## config.mk

```make
export PLATFORM = sky130hd
export DESIGN_NAME = uart_tx_arb
export DESIGN_NICKNAME = d
export VERILOG_FILES = /design/src/rtl/uart_tx_arb.sv
export SDC_FILE = /design/constraint.sdc
export NUM_CORES = 1
export LEC_CHECK = 0
export CORE_MARGIN = 4
export CORE_UTILIZATION = 35
export CTS_BUF_LIST = sky130_fd_sc_hd__clkbuf_16
export DETAILED_ROUTE_END_ITERATION = 10
export GPL_ROUTABILITY_DRIVEN = 0
export HOLD_SLACK_MARGIN = 0.06
export PLACE_DENSITY = 0.82
export SLEW_MARGIN = 40
export SYNTH_ARGS = -nofsm -noshare
export SYNTH_HDL_FRONTEND = slang
export SYNTH_SLANG_ARGS = --single-unit
export TNS_END_PERCENT = 30
```

## constraint.sdc

```tcl
create_clock -name clk_i -period 3.2 [get_ports clk_i]
set_input_delay 0.64 -clock clk_i [delete_from_list [all_inputs] [get_ports clk_i]]
set_output_delay 0.64 -clock clk_i [all_outputs]
set_load 0.01 [all_outputs]
```

## src/rtl/uart_tx_arb.sv

```systemverilog
// rtl/uart_tx_arb.sv - two-requester byte-stream arbiter in front of a UART transmitter
//
// Purpose:
//   Grants the UART byte stream to one of two packet sources at a time.
//   Arbitration is round-robin, and ownership is held until the owner
//   transfers a byte flagged last. Every packet re-arbitrates through IDLE.
//
// Ports:
//   clk_i, rst_ni         clock, asynchronous active-low reset
//   srst_i                synchronous soft reset, overrides every transition
//   req0_*                requester 0 (stdout) val/data/last in, rdy out
//   req1_*                requester 1 (debug/monitor) val/data/last in, rdy out
//   out_val_o/data_o      byte stream to the UART; out_rdy_i is its backpressure
//   avail_i               UART host present; new grants are issued only while high
//   grant_o               one-hot current owner, registered with the state
//   timeout_o             one-cycle pulse when a stalled grant is revoked
//
// Configuration:
//   UART_ARB_TIMEOUT_EN   when defined, a stalled owner loses its grant after
//                         TIMEOUT_CYCLES cycles without a transfer. When not
//                         defined, there is no counter and timeout_o is 0.

module uart_tx_arb #(
    parameter logic [15:0] TIMEOUT_CYCLES = 16'd65535
) (
    input  logic       clk_i,
    input  logic       rst_ni,
    input  logic       srst_i,
    input  logic       req0_val_i,
    input  logic [7:0] req0_data_i,
    input  logic       req0_last_i,
    output logic       req0_rdy_o,
    input  logic       req1_val_i,
    input  logic [7:0] req1_data_i,
    input  logic       req1_last_i,
    output logic       req1_rdy_o,
    output logic       out_val_o,
    output logic [7:0] out_data_o,
    input  logic       out_rdy_i,
    input  logic       avail_i,
    output logic [1:0] grant_o,
    output logic       timeout_o
);

    if (TIMEOUT_CYCLES == 16'd0) begin : g_bad_timeout
        $error("uart_tx_arb: TIMEOUT_CYCLES must be in 1..65535");
    end

    typedef enum logic [1:0] {
        IDLE   = 2'd0,
        GRANT0 = 2'd1,
        GRANT1 = 2'd2
    } state_e;

    state_e     state_q, state_d;
    // Pointer holds the requester served last; it loses the next tie.
    logic       ptr_q, ptr_d;
    logic [1:0] grant_q, grant_d;
    logic       xfer;
    logic       last_sel;
    logic       tmo_hit;
    logic       timeout_d;

    // Data path: the owner is wired straight through to the UART.
    always_comb begin
        out_val_o  = 1'b0;
        out_data_o = 8'h00;
        req0_rdy_o = 1'b0;
        req1_rdy_o = 1'b0;
        last_sel   = 1'b0;
        case (state_q)
            GRANT0: begin
                out_val_o  = req0_val_i;
                out_data_o = req0_data_i;
                req0_rdy_o = out_rdy_i;
                last_sel   = req0_last_i;
            end
            GRANT1: begin
                out_val_o  = req1_val_i;
                out_data_o = req1_data_i;
                req1_rdy_o = out_rdy_i;
                last_sel   = req1_last_i;
            end
            default: begin
                out_val_o  = 1'b0;
                out_data_o = 8'h00;
            end
        endcase
    end

    assign xfer = out_val_o & out_rdy_i;

`ifdef UART_ARB_TIMEOUT_EN
    logic [15:0] cnt_q, cnt_d;
    logic        timeout_q;

    // A transfer in the terminal-count cycle wins over the timeout.
    assign tmo_hit = (state_q != IDLE) && !xfer && (cnt_q == TIMEOUT_CYCLES - 16'd1);

    // Counter is 0 throughout IDLE, so every new grant starts from zero.
    always_comb begin
        cnt_d = cnt_q + 16'd1;
        if (srst_i || state_q == IDLE || xfer || tmo_hit) begin
            cnt_d = 16'd0;
        end
    end

    always_ff @(posedge clk_i or negedge rst_ni) begin
        if (!rst_ni) begin
            cnt_q     <= 16'd0;
            timeout_q <= 1'b0;
        end else begin
            cnt_q     <= cnt_d;
            timeout_q <= timeout_d;
        end
    end

    assign timeout_o = timeout_q;
`else
    assign tmo_hit   = 1'b0;
    assign timeout_o = 1'b0;
`endif

    always_comb begin
        state_d   = state_q;
        ptr_d     = ptr_q;
        timeout_d = 1'b0;
        case (state_q)
            IDLE: begin
                if (avail_i) begin
                    if (req0_val_i && req1_val_i) begin
                        state_d = ptr_q ? GRANT0 : GRANT1;
                    end else if (req0_val_i) begin
                        state_d = GRANT0;
                    end else if (req1_val_i) begin
                        state_d = GRANT1;
                    end
                end
            end
            GRANT0, GRANT1: begin
                if (xfer && last_sel) begin
                    state_d = IDLE;
                    ptr_d   = (state_q == GRANT1);
                end else if (tmo_hit) begin
                    state_d   = IDLE;
                    ptr_d     = (state_q == GRANT1);
                    timeout_d = 1'b1;
                end
            end
            default: state_d = IDLE;
        endcase
        if (srst_i) begin
            state_d   = IDLE;
            ptr_d     = 1'b1;
            timeout_d = 1'b0;
        end
        grant_d = {state_d == GRANT1, state_d == GRANT0};
    end

    always_ff @(posedge clk_i or negedge rst_ni) begin
        if (!rst_ni) begin
            state_q <= IDLE;
            ptr_q   <= 1'b1;
            grant_q <= 2'b00;
        end else begin
            state_q <= state_d;
            ptr_q   <= ptr_d;
            grant_q <= grant_d;
        end
    end

    assign grant_o = grant_q;

endmodule
```

==> results.cfg, run 1 <==
[run_status]
outcome = completed

[timing]
fin_ws_ns = 0.468
finalSetupViolCount = 0
finalSetupTns_ns = 0
max_freq_ghz = 0.366
hold_viol = 0
maxSlewViolCount = 0
min_period_ns = 2.73
fin_crit_sh_pct = 85.4
skew_ns = 0.00242
rsz0062_at_grt = false

[setup_path]
worstPathArrival_ns = 2.09
crit_path_start_kind = flop
worstPathMaxFanout = 12
r2r_slack_ns = 1.34
r2r_cells = 6
r2r-end = grant_o[0]
crit_type = reg2out
startpoint = state_q[0]
cp_data_required_time_ns = 2.56
crit_end = out_val_o
path_cells = inv_1 > ha_1 > a22oi_2 > and2b_2 > clkdlybuf4s50_1
slowest_delay_ns = 0.53
endpoint_kind = output port
cp.depth = 5
crit_family = buffers and inverters
r2r-start = state_q[0]
critPathBufInv = 2
crit_path_top_delay_cell = clkdlybuf4s50_1

[synth]
synthMuxAreaShare_pct = 0
synth_compound_area_share_pct = 29.7
syn_avg_cell_area_sq_um = 9.12
synth_top_family_by_area = compound AO/OA/AOI/OAI gates
yosys_warnings = 0
synth_edf_count = 0
synthArstFlopShare_pct = 100
syn_inst = 56
synthDistinctLibCells = 25
synth_xor_area_share_pct = 0
synthFlopType = dfrtp_1
yosys.area_share.simple_pct = 27.7
synth_fa_ha_area_share_pct = 9.80
synth-seq-cells = 5
netlist_area_sq_um = 510
seq_area_frac_synth_pct = 24.8
syn-num-nets = 85

[die]
initial_utilization_pct = 38.3
coreArea_sq_mm = 0.00133
rows = 13
dieArea_sq_mm = 0.00213
io_pins = 39
die_w_um = 46.2
die_h_um = 46.2

[power]
total_leakage_power_nw = 0.387
p_per_area_mw_per_mm2 = 401
ir_worst_vdd_mv = 0.364

[global_route]
grt_pass1_vias = 568
grt_overflow = 0
antenna_found_initial = 0
grt_util_all_layers_pct = 16.4
grt_pass1_wl_mm = 2.45
grt_max_degree = 15

[clock_tree]
ctsHoldBuffers = 0
cts_setup_buffers = 0
cts_resized = 0
numCtsBuffers = 3
clk_pin_slew_ns = 0.03
cts-root-buf = clkbuf_16
htreeDepth = 1
clkLatencyLatePin_ns = 0.23
cts_buffer_depth = 2
clkSinkCount = 5
tritoncts = built

[place]
pre_cts_ws_ns = 0.554
dp_hpwl_mm = 1.28
port_buffers = 37

[detailed_routing]
drt-met1-wl_um = 654
drt_iter0_drc = 7
dr_wl_met2_um = 716
ant_nets = 0
wire_per_inst_um = 15.1
top_layer_used = met4
routed_wl_mm = 1.63
via_count = 563
via_per_inst = 5.21
first_pass_iters = 2
drc = 0
wl_met3_um = 233

[layout]
fill_cells = 107
layout_commonest_cell = clkdlybuf4s50_1
nets = 123
final_util_pct = 71.4
drive_above_1_share_pct = 15.1
antennaDiodeCount = 0
multi_input_area_sq_um = 347
layout_common_cells = clkdlybuf4s50_1, a22oi_1, nor2b_1
syn_to_final_growth_pct = 86.5
register_area_sq_um = 126

[run]
maxCapViolations = 0

[worst_hold_path]
hp-class = in2async
==> kinds of logic (layout without fill, tap and decap cells) <==
kind of cell / after synthesis / in the layout
flip-flops: 5 / 5
other: 1 / 1
buffers and inverters: 7 / 44
AO/OA/AOI/OAI: 17 / 17
AND/OR/NAND/NOR: 22 / 22
adder cells (fa/ha/maj): 4 / 4
==> power by group <==
group,leakage [nW],total (mW),switching (mW),internal (mW)
combinational,0.280,0.108,0.0451,0.0626
sequential,0.0648,0.0719,0.00401,0.0679
clock,0.0423,0.202,0.0403,0.162
total,0.387,0.382,0.0895,0.292
==> layer usage <==
layer	global-route usage [%]	vias to the layer above
li1	-	279
met5	0	-
met2	27.5	33
met4	8.52	0
met1	18.0	249
met3	5.47	2
==> registers in the layout, summed over array words and instances, names as in the netlist <==
name and cells:
grant_o 2, ptr_q 1, state_q 2
==> how the worst min path moves through the flow <==
stage,startpoint,to
detailed placement,ptr_q,ptr_q
CTS,rst_ni,state_q[1]
global placement,state_q[0],grant_o[0]
floorplan,rst_ni,grant_o[0]
global route,rst_ni,state_q[1]
finish,rst_ni,state_q[1]
==> synthesized netlist by cell type (all sizes together) (2+ instances only) <==
master / number / area, sq um
a21oi: 2 / 17.5
buf: 2 / 18.8
and2: 2 / 13.8
nand2: 4 / 15.0
inv: 3 / 11.3
nand4: 2 / 12.5
clkbuf: 2 / 7.51
dfrtp: 4 / 100
nand3: 2 / 10.0
ha: 4 / 50.1
nor2b: 8 / 50.1
a22oi: 9 / 72.6
a32o: 3 / 32.5
nor2: 2 / 7.51
==> through the flow <==
step,power [mW],hold WS (ns),std cells,cell area [sq um]
6_report,0.382,0.626,108,952
2_1_floorplan,0.128,0.344,56,510
4_1_cts,0.386,0.629,108,952
5_1_grt,0.402,0.643,108,952
3_5_place_dp,0.181,0.650,104,873
3_3_place_gp,0.178,0.640,104,873
==> area by class of cell <==
cell class	instances	share of cell area, %
clock buffers	3	7.88
clock inverters	1	0.394
inverters	3	1.18
multi-input cells	44	36.4
flip-flops and latches	5	13.3
well taps	15	1.97
repair buffers	37	38.9
(Power assumes the default switching activity.)
==> run 2: changes to the inputs <==
CORE_UTILIZATION = 32   (was 35)
HOLD_SLACK_MARGIN = 0.08   (was 0.06)
PLACE_DENSITY = 0.76   (was 0.82)
clock period = 2.9 ns   (was 3.2 ns; I/O delays follow)
==> run 2 against run 1 <==
Against the previous run:
- non-clock buffer count did not move
- die area increased by 7.7%
- critical endpoint unchanged
- clock power increased by 9.9%
- sequential share of layout area hardly changed
- register-to-register slack worse by 0.29 ns
- count of clock-buffer cells in the layout stayed put
- final cell count rose by 0.93%
- power grew 9.6%
- flip-flop and latch count unchanged
- global-route usage down 3.5 points
- combinational power up 8%
==> results.cfg, run 2 (same netlist as run 1, synthesis figures left out) <==
[setup_path]
r2r-start = state_q[0]
crit_path_start_kind = flop
worstPathMaxFanout = 12
r2r_cells = 6
r2r-end = grant_o[0]
worstPathArrival_ns = 2.11
startpoint = state_q[0]
crit_type = reg2out
crit_end = out_val_o
cp_data_required_time_ns = 2.32
endpoint_kind = output port
r2r_slack_ns = 1.05

[global_route]
antenna_found_initial = 0
grt_max_degree = 15
grt_overflow = 0
grt_pass1_wl_mm = 2.05
grt_pass1_vias = 506
grt_util_all_layers_pct = 12.9

[power]
ir_worst_vdd_mv = 0.602
p_comb_share_pct = 28.0
total_leakage_power_nw = 0.387
p_seq_share_pct = 18.9
p_int_uw = 322
p_per_area_mw_per_mm2 = 439
p_sw_uw = 95.9
p_clk_share_pct = 53.1
p_sw_share_pct = 22.9

[detailed_routing]
via_count = 554
drt-met1-wl_um = 548
routed_wl_mm = 1.43
ant_nets = 0
drt_iter0_drc = 2
drc = 0
wire_per_inst_um = 13.1
wl_met3_um = 249
first_pass_iters = 2
top_layer_used = met4
dr_wl_met2_um = 610
via_per_inst = 5.08

[die]
dieArea_sq_mm = 0.00230
die_h_um = 47.9
coreArea_sq_mm = 0.00151
die_w_um = 47.9
initial_utilization_pct = 33.9
rows = 14
io_pins = 39

[layout]
layout_common_cells = clkdlybuf4s50_1, a22oi_1, nor2b_1
nets = 123
layout_commonest_cell = clkdlybuf4s50_1
syn_to_final_growth_pct = 86.8
register_area_sq_um = 126
multi_input_area_sq_um = 347
final_util_pct = 63.3
drive_above_1_share_pct = 15.1
fill_cells = 129
antennaDiodeCount = 0

[place]
dp_hpwl_mm = 1.13
port_buffers = 37

[timing]
skew_ns = 0.000413
finalSetupViolCount = 0
hold_viol = 0
rsz0062_at_grt = false
finalSetupTns_ns = 0
maxSlewViolCount = 0
fin_crit_sh_pct = 92.9
min_period_ns = 2.69
max_freq_ghz = 0.371

[clock_tree]
cts-root-buf = clkbuf_16
clkSinkCount = 5
cts_resized = 0
tritoncts = built
cts_setup_buffers = 0
htreeDepth = 1
numCtsBuffers = 3
clk_pin_slew_ns = 0.03
clkLatencyLatePin_ns = 0.23
ctsHoldBuffers = 0
cts_buffer_depth = 2

[worst_hold_path]
hp-class = in2async

[run]
maxCapViolations = 0

[run_status]
outcome = completed
==> run 2: power by group through the flow <==
stage / clock network [mW] / registers, mW / logic (mW)
after floorplan: 0 / 0.0801 / 0.0614
after global placement: 0 / 0.0796 / 0.117
after detailed placement: 0 / 0.0798 / 0.118
after CTS: 0.228 / 0.0791 / 0.119
after global routing: 0.230 / 0.0795 / 0.128
final: 0.222 / 0.0790 / 0.117
==> run 2: cell type report <==
cell class / instances / area share [%]
clock buffer: 3 / 7.87
clock inverter: 1 / 0.394
inverter: 3 / 1.18
multi-input combinational: 44 / 36.4
sequential: 5 / 13.3
tap: 16 / 2.10
timing repair buffer: 37 / 38.8
==> run 2: layer usage <==
layer | vias to the layer above | track usage (%)
met3 | 2 | 4.14
met2 | 32 | 21.6
met5 | - | 0
li1 | 278 | -
met1 | 242 | 13.9
met4 | 0 | 8.06
==> run 2: how the worst min path moves through the flow <==
| stage | endpoint | slack, ns | depth (start not counted) |
|---|---|---|---|
| after global routing | state_q[1] | 0.58 | 1 |
| after CTS | state_q[1] | 0.57 | 1 |
| after global placement | state_q[0] | 0.65 | 2 |
| final | state_q[1] | 0.57 | 1 |
| after detailed placement | ptr_q | 0.65 | 1 |
| after floorplan | grant_o[0] | 0.28 | 0 |
==> run 2: worst max-delay path, cell delays in order (launching register included) <==
cell	delay (ns)
dfrtp_1	0.42
inv_1	0.13
ha_1	0.43
a22oi_2	0.15
and2b_2	0.23
clkdlybuf4s50_1	0.53
==> run 2: metrics by stage <==
stage	std cells	setup WS [ns]	area, sq um	hold slack, ns	power [mW]
after CTS	109	0.179	953	0.572	0.426
after detailed placement	105	0.364	875	0.653	0.198
final	109	0.207	953	0.568	0.418
after global placement	105	0.384	875	0.645	0.196
after floorplan	56	1.03	510	0.284	0.142
after global routing	109	0.0997	953	0.581	0.438
